<file path="src/rtl/alu_share_arbiter.sv">
// Round-robin owner of a single shared ALU between two requesters.
// It captures the winner's operands, waits a fixed ALU latency, and returns the result only to the owner.
module alu_share_arbiter #(
  parameter int unsigned WIDTH       = 4,
  parameter int unsigned ALU_LATENCY = 1
) (
  input  logic             clk,
  input  logic             rst_n,
  input  logic             req0,
  input  logic [WIDTH-1:0] a0,
  input  logic [WIDTH-1:0] b0,
  input  logic [1:0]       op0,
  output logic             gnt0,
  output logic             done0,
  output logic [WIDTH-1:0] res0,
  output logic             err0,
  input  logic             req1,
  input  logic [WIDTH-1:0] a1,
  input  logic [WIDTH-1:0] b1,
  input  logic [1:0]       op1,
  output logic             gnt1,
  output logic             done1,
  output logic [WIDTH-1:0] res1,
  output logic             err1,
  output logic [WIDTH-1:0] alu_a,
  output logic [WIDTH-1:0] alu_b,
  output logic [1:0]       alu_op,
  output logic             alu_start,
  input  logic [WIDTH-1:0] alu_result,
  input  logic             alu_overflow,
  input  logic             alu_div_by_zero,
  output logic             busy
);

  localparam int unsigned CNT_W = 4;
  localparam logic [CNT_W-1:0] LAST_CNT = CNT_W'(ALU_LATENCY - 1);

  typedef enum logic [1:0] {
    ST_IDLE = 2'd0,
    ST_EXEC = 2'd1,
    ST_RESP = 2'd2
  } state_t;

  state_t           state, state_nxt;
  logic [CNT_W-1:0] cnt, cnt_nxt;
  logic             prio, prio_nxt;
  logic             owner, owner_nxt;
  logic             winner;

  logic             gnt0_nxt, gnt1_nxt, done0_nxt, done1_nxt;
  logic             err0_nxt, err1_nxt, alu_start_nxt, busy_nxt;
  logic [WIDTH-1:0] res0_nxt, res1_nxt, alu_a_nxt, alu_b_nxt;
  logic [1:0]       alu_op_nxt;

  // Registers: FSM state, bookkeeping and every output
  always_ff @(posedge clk or negedge rst_n) begin
    if (!rst_n) begin
      state     <= ST_IDLE;
      cnt       <= '0;
      prio      <= 1'b0;
      owner     <= 1'b0;
      gnt0      <= 1'b0;
      gnt1      <= 1'b0;
      done0     <= 1'b0;
      done1     <= 1'b0;
      res0      <= '0;
      res1      <= '0;
      err0      <= 1'b0;
      err1      <= 1'b0;
      alu_a     <= '0;
      alu_b     <= '0;
      alu_op    <= '0;
      alu_start <= 1'b0;
      busy      <= 1'b0;
    end else begin
      state     <= state_nxt;
      cnt       <= cnt_nxt;
      prio      <= prio_nxt;
      owner     <= owner_nxt;
      gnt0      <= gnt0_nxt;
      gnt1      <= gnt1_nxt;
      done0     <= done0_nxt;
      done1     <= done1_nxt;
      res0      <= res0_nxt;
      res1      <= res1_nxt;
      err0      <= err0_nxt;
      err1      <= err1_nxt;
      alu_a     <= alu_a_nxt;
      alu_b     <= alu_b_nxt;
      alu_op    <= alu_op_nxt;
      alu_start <= alu_start_nxt;
      busy      <= busy_nxt;
    end
  end

  // Next-state and next-output logic; pulses default low, everything else holds
  always_comb begin
    state_nxt     = state;
    cnt_nxt       = cnt;
    prio_nxt      = prio;
    owner_nxt     = owner;
    gnt0_nxt      = 1'b0;
    gnt1_nxt      = 1'b0;
    done0_nxt     = 1'b0;
    done1_nxt     = 1'b0;
    alu_start_nxt = 1'b0;
    res0_nxt      = res0;
    res1_nxt      = res1;
    err0_nxt      = err0;
    err1_nxt      = err1;
    alu_a_nxt     = alu_a;
    alu_b_nxt     = alu_b;
    alu_op_nxt    = alu_op;
    winner        = (req0 & req1) ? prio : req1;

    case (state)
      ST_IDLE: begin
        if (req0 | req1) begin
          owner_nxt     = winner;
          alu_a_nxt     = winner ? a1 : a0;
          alu_b_nxt     = winner ? b1 : b0;
          alu_op_nxt    = winner ? op1 : op0;
          gnt0_nxt      = ~winner;
          gnt1_nxt      = winner;
          alu_start_nxt = 1'b1;
          cnt_nxt       = '0;
          state_nxt     = ST_EXEC;
        end
      end
      ST_EXEC: begin
        cnt_nxt = cnt + CNT_W'(1);
        if (cnt == LAST_CNT) begin
          if (owner) begin
            res1_nxt  = alu_result;
            err1_nxt  = alu_overflow | alu_div_by_zero;
            done1_nxt = 1'b1;
          end else begin
            res0_nxt  = alu_result;
            err0_nxt  = alu_overflow | alu_div_by_zero;
            done0_nxt = 1'b1;
          end
          state_nxt = ST_RESP;
        end
      end
      ST_RESP: begin
        prio_nxt  = ~owner;
        state_nxt = ST_IDLE;
      end
      default: state_nxt = ST_IDLE;
    endcase

    busy_nxt = (state_nxt != ST_IDLE);
  end

endmodule

</file>
<file path="config.mk">
export PLATFORM = sky130hd
export DESIGN_NAME = alu_share_arbiter
export DESIGN_NICKNAME = d
export VERILOG_FILES = /design/src/rtl/alu_share_arbiter.sv
export SDC_FILE = /design/constraint.sdc
export NUM_CORES = 1
export LEC_CHECK = 0
export CELL_PAD_IN_SITES_DETAIL_PLACEMENT = 0
export CELL_PAD_IN_SITES_GLOBAL_PLACEMENT = 1
export CORE_AREA = 4 4 83 66
export CTS_CLUSTER_DIAMETER = 100
export DETAILED_ROUTE_END_ITERATION = 7
export DIE_AREA = 0 0 87 70
export GPL_TIMING_DRIVEN = 0
export MAX_ROUTING_LAYER = met4
export PLACE_DENSITY_LB_ADDON = 0.1
export SLEW_MARGIN = 20
export SYNTH_ARGS = -nofsm -noshare
export SYNTH_HDL_FRONTEND = slang
export SYNTH_SLANG_ARGS = --single-unit
</file>
<file path="constraint.sdc">
create_clock -name clk -period 2.1 [get_ports clk]
set_input_delay 0.525 -clock clk [delete_from_list [all_inputs] [get_ports clk]]
set_output_delay 0.525 -clock clk [all_outputs]
set_load 0.05 [all_outputs]
</file>
* Word-level counts from Yosys, hierarchy flattened
Index checks and enable logic that the tools add are counted.
Widths: inputs -> output; s select.
** Operators by class
- Add/sub/neg operators :: 1
- Equal/unequal tests :: 3
- Multiplexer cells :: 21
- Bitwise operators :: 5
- Reduce and logical (&&, ||, !) cells :: 8
** Operator list (number)
- $mux 1 :: 13
- $mux 4 :: 3
- $pmux 4 s2 :: 1
- $mux 2 :: 3
- $reduce_and 3->1 :: 2
- $add 4x1->4 const B :: 1
- $logic_not 4->1 :: 1
- $pmux 2 s2 :: 1
- $reduce_and 2->1 :: 2
- $reduce_bool 2->1 :: 2
- $eq 2x1->1 const B :: 1
- $eq 2x2->1 const B :: 1
- $logic_not 2->1 :: 1
- $ne 2x2->1 const B :: 1
- $not 1->1 :: 2
- $or 1x1->1 :: 2
- $and 1x1->1 :: 1
** Word-level totals
- Register bits :: 34
- Input bits :: 30
- Output and inout bits :: 26

* Logic depth before layout (Yosys ltp)
- Depth after elaboration :: 5
- Mapped depth :: 6

* Least setup slack after synthesis
No wires, ideal clock.
- Path type :: register to register
- From :: reg cnt[0]
- To :: reg err1
- Arrival time :: 1453 ps
- Data required time :: 1975 ps
- Path slack :: 522 ps
- Stages on the path, launching flop included :: 7
- Path through :: dfrtp_1 -> inv_1 -> ha_1 -> nor3b_4 -> and3_4 -> buf_8 -> mux2_4
** On the way
- Longest elaborated chain between the ends :: 2
** Ends and longest elaborated chain
- from (decl) :: RTL line 45 : logic [CNT_W-1:0] cnt, cnt_nxt;
- from (signal assigned) :: RTL line 77 : cnt <= cnt_nxt;
- $logic_not 4->1 :: RTL line 132 : if (cnt == LAST_CNT) begin
- $reduce_and 3->1 (no line)
- to (signal assigned) :: RTL line 87 : err1 <= err1_nxt;
- to (decl) :: RTL line 24 : output logic err1,
No other way between the ends.
A chain may end at the register's enable or synchronous reset.

* Worst setup path in the final report
- From :: reg alu_a[1]
- To :: out alu_a[1]
** RTL lines
- from (decl) :: RTL line 25 : output logic [WIDTH-1:0] alu_a,
- from (signal assigned) :: RTL line 88 : alu_a <= alu_a_nxt;
No word-level cell between the ends.

==> parameters.txt <==
Parameter                              Value

Floorplanning
  Rows ... 22
  Effective utilization at floorplan ... 0.3179
  Horizontal die dimension ... 87 um
  I/O pin count ... 56
  Standard cell core area ... 0.004707 mm2
  Die Y-Extent ... 70 um
  Die area ... 0.006090 mm2

Power and ir drop
  Max rail drop VDD ... 721.6 uV
  Reg power frac ... 0.300
  Share of total power in the clock network ... 0.133
  Share of power burned in combinational logic ... 0.567
  Leak Pwr ... roughly 1.1 nW
  Net switching power ... 1.716 mW
  Power per cell area ... 1673 mW/mm2
  Internal Pwr Total ... 2.032 mW
  Post-layout total power ... 3.748 mW
  Switch share ... 0.4579

Critical path
  Slowest CP cell ... sky130_fd_sc_hd__clkdlybuf4s50_1
  Crit path buf inv count ... 1
  Cell family contributing the most delay on the critical path ... buffers and inverters
  Longest individual stage delay on the worst path ... between 0.8 and 0.9 ns
  Launch point of the worst path ... alu_a[1]
  Startpoint of the lowest-slack register-to-register path ... cnt[0]
  Endpoint required time on the critical path ... 1.57 ns
  Kind of capture point of the worst setup path ... primary output
  Crit path cell chain ... clkdlybuf4s50_1
  Crit path arrival time ... 1.45 ns
  Classification of the worst setup path ... register to primary output
  Crit-path max FO ... 2
  Nature of the critical path startpoint ... register

Synthesis
  Synth area leaders ... sky130_fd_sc_hd__dfrtp_1, sky130_fd_sc_hd__inv_1, sky130_fd_sc_hd__o221ai_1
  Number of synthesized register bits ... 34
  Post-synthesis cell count ... 129
  Sequential area share after synthesis ... 0.5686
  Cell area after synthesis ... 0.001496 mm2
  Largest area contributor in the netlist ... sky130_fd_sc_hd__dfrtp_1
  Syn nets ... 161
  Synth Area per Inst ... 11.60 um2
  Synthesis warning total ... 0
  Number of distinct library cells after synthesis ... 28
  Proportion of netlist area held by the largest area contributor ... 0.5686

Timing
  Final Max Slew Viols ... 0
  Hold slack final ... 0.1740 ns
  Setup repair after global routing missed its margin ... no
  FMAX ... 505.2 MHz
  Portion of the clock cycle consumed by the worst path in the final layout ... 0.9425
  Time the final worst path needs with I/O delays and setup ... 1.979 ns
  Hold violation count in the final report ... 0
  Transition time of the tightest slew-check pin ... between 0.5 and 0.6 ns
  Count of endpoints failing setup in the final report ... 0
  Relative slew slack ... 0.6570
  Setup clock skew after layout ... 0.003692 ns

Finish
  Leading cell type in the layout, fill and taps excluded ... sky130_fd_sc_hd__clkdlybuf4s50_1
  Leading cell types in the layout, fill and taps excluded ... sky130_fd_sc_hd__clkdlybuf4s50_1, sky130_fd_sc_hd__dfrtp_1, sky130_fd_sc_hd__inv_1, sky130_fd_sc_hd__o21ai_1, sky130_fd_sc_hd__o221ai_1
  Growth of design area from synthesis to finish ... 49.67%
  Layout cells sized above 1 ... 0.1192
  Number of diodes added for antenna fixing ... 0
  Filler instances ... 431
  Final core utilization ... 0.4758
  Final-stage net count ... 224

Global routing
  Total GRT Usage ... 0.1175
  Global Route met3 Usage ... 0.03302
  Pin count of the biggest net entering global routing ... 19
  Residual overflow from global routing ... 0
  Wire length of the first global-routing pass ... between 5000 and 6000 um
  Met1 demand-to-capacity share in global routing ... 0.1418
  Number of antenna violations at the first check in global routing ... 0
  Met2 track demand over resource in global routing ... 0.1921
  Vias in the first global route ... 1241
  Busiest metal layer after global routing ... met2

Clocking
  Post-cts gate resize count ... 0
  Buffer levels on the longest clock path ... 2
  Hold buffers post-CTS ... 0
  Setup Fix Bufs, Post-CTS ... 0
  Clock root buffer ... sky130_fd_sc_hd__clkbuf_8
  Number of CTS-inserted buffers ... 5
  Count of clock tree sinks ... 34
  CTS tree ... yes
  Clk slew on worst S/H paths ... roughly 0.07 ns
  Clk Latency, worst-skew pair ... 0.28 ns
  CTS HTree Levels ... 2

Detailed routing
  Initial DRC count ... 45
  Routed vias/inst ... 4.585
  Final wirelength ... 3364 um
  DRC viols ... 0
  Residual antenna-violating net count after detailed routing ... 0
  Wire length per cell after detailed routing ... 13.30 um
  Length of the first detailed-routing pass in iterations ... 4
  Number of vias in the routed layout ... 1160

Placement
  Count of port buffers added during placement ... 55
  Routability Congestion ... 0.6835
  Estimated wirelength of the detail-placed design ... 2538 um

Min path
  Worst hold path class ... input pin to asynchronous set/reset pin

Status
  Result of the run ... finished, final reports clean

Job
  Max-cap violations ... 0
-- registers in the layout, indices dropped and copies added, names as in the netlist, 2 cells and up --
signal	count
res0	4
alu_op	2
state	2
alu_b	4
cnt	4
alu_a	4
res1	4
-- final timing paths --
check,to,slack (ns),cells after the start
worst max-delay path,alu_a[1],0.12,1
worst min-delay path,res1[3],0.17,1
worst max register to register,res1[1],0.38,6
worst min register to register,res0[0],0.50,1
max in group asynchronous,gnt1,1.50,2
min in group clk,res0[0],0.50,1
-- area by class of cell --
class / instances / area (um2) / area share
Inverter: 25 / 93.84 / 0.04190
Multi-Input combinational cell: 63 / 505.5 / 0.2257
Timing Repair Buffer: 56 / 573.1 / 0.2559
Buffer: 7 / 46.29 / 0.02067
Clock buffer: 6 / 82.58 / 0.03687
Sequential cell: 34 / 850.8 / 0.3799
Clock inverter: 2 / 12.51 / 0.005587
Tap cell: 60 / 75.07 / 0.03352
-- synthesized netlist by cell type --
master                     number
sky130_fd_sc_hd__nand3_1        2
sky130_fd_sc_hd__clkbuf_1       4
sky130_fd_sc_hd__ha_1           2
sky130_fd_sc_hd__mux2_1         5
sky130_fd_sc_hd__nand2_1        5
sky130_fd_sc_hd__buf_6          1
sky130_fd_sc_hd__mux2i_1        3
sky130_fd_sc_hd__o21ai_0        5
sky130_fd_sc_hd__o31ai_1        1
sky130_fd_sc_hd__inv_1         25
sky130_fd_sc_hd__or2_2          1
sky130_fd_sc_hd__dfrtp_1       34
sky130_fd_sc_hd__o221ai_1      10
sky130_fd_sc_hd__nand4_1        1
sky130_fd_sc_hd__or2_1          1
sky130_fd_sc_hd__and2_2         1
sky130_fd_sc_hd__mux2_4         5
sky130_fd_sc_hd__or2b_1         1
sky130_fd_sc_hd__nor2b_1        1
sky130_fd_sc_hd__buf_8          1
sky130_fd_sc_hd__nand2b_1       2
sky130_fd_sc_hd__nor3b_4        1
sky130_fd_sc_hd__buf_2          1
sky130_fd_sc_hd__o22ai_1        1
sky130_fd_sc_hd__o21ai_1       10
sky130_fd_sc_hd__nand3b_4       1
sky130_fd_sc_hd__nor2_1         3
sky130_fd_sc_hd__and3_4         1
-- worst register-to-register path, stage by stage (launching register included) --
cell                      delay (ns)
sky130_fd_sc_hd__dfrtp_1        0.42
sky130_fd_sc_hd__inv_1          0.07
sky130_fd_sc_hd__ha_1           0.14
sky130_fd_sc_hd__nor3b_4        0.31
sky130_fd_sc_hd__and3_4         0.24
sky130_fd_sc_hd__buf_8          0.12
sky130_fd_sc_hd__mux2_4         0.30
-- kinds of logic after synthesis --
kind of cell	count (synthesis)	share of synthesized area
flops	34	0.5686
buf+inv	32	0.09364
compound gates	27	0.1179
simple gates	21	0.09533
mux	13	0.1079
fa+ha+maj	2	0.01672
-- layer usage --
layer,routed length [um],vias to the layer above
met2,1632,34
li1,-,557
met3,215,5
met5,0,-
met4,28,0
met1,1487,564
-- power by group through the flow --
stage                     Sequential [mW]  Combinational, mW  Clock (mW)
after floorplan                      1.92              0.636           0
after global placement               1.12               2.11           0
after detailed placement             1.14               2.14           0
after CTS                            1.13               2.15       0.520
after global routing                 1.16               2.25       0.545
final                                1.12               2.12       0.499
-- per-stage QoR --
step                      instance area (um2)  instances  worst slack, ns  TNS, ns
after global placement                   2122        244          -0.2193   -7.393
after CTS                                2240        253           0.1025        0
final                                    2240        253           0.1207        0
after global routing                     2240        253          0.07073        0
after floorplan                          1496        129           0.5219        0
after detailed placement                 2145        245         0.002861        0
(Power assumes the default switching activity.)
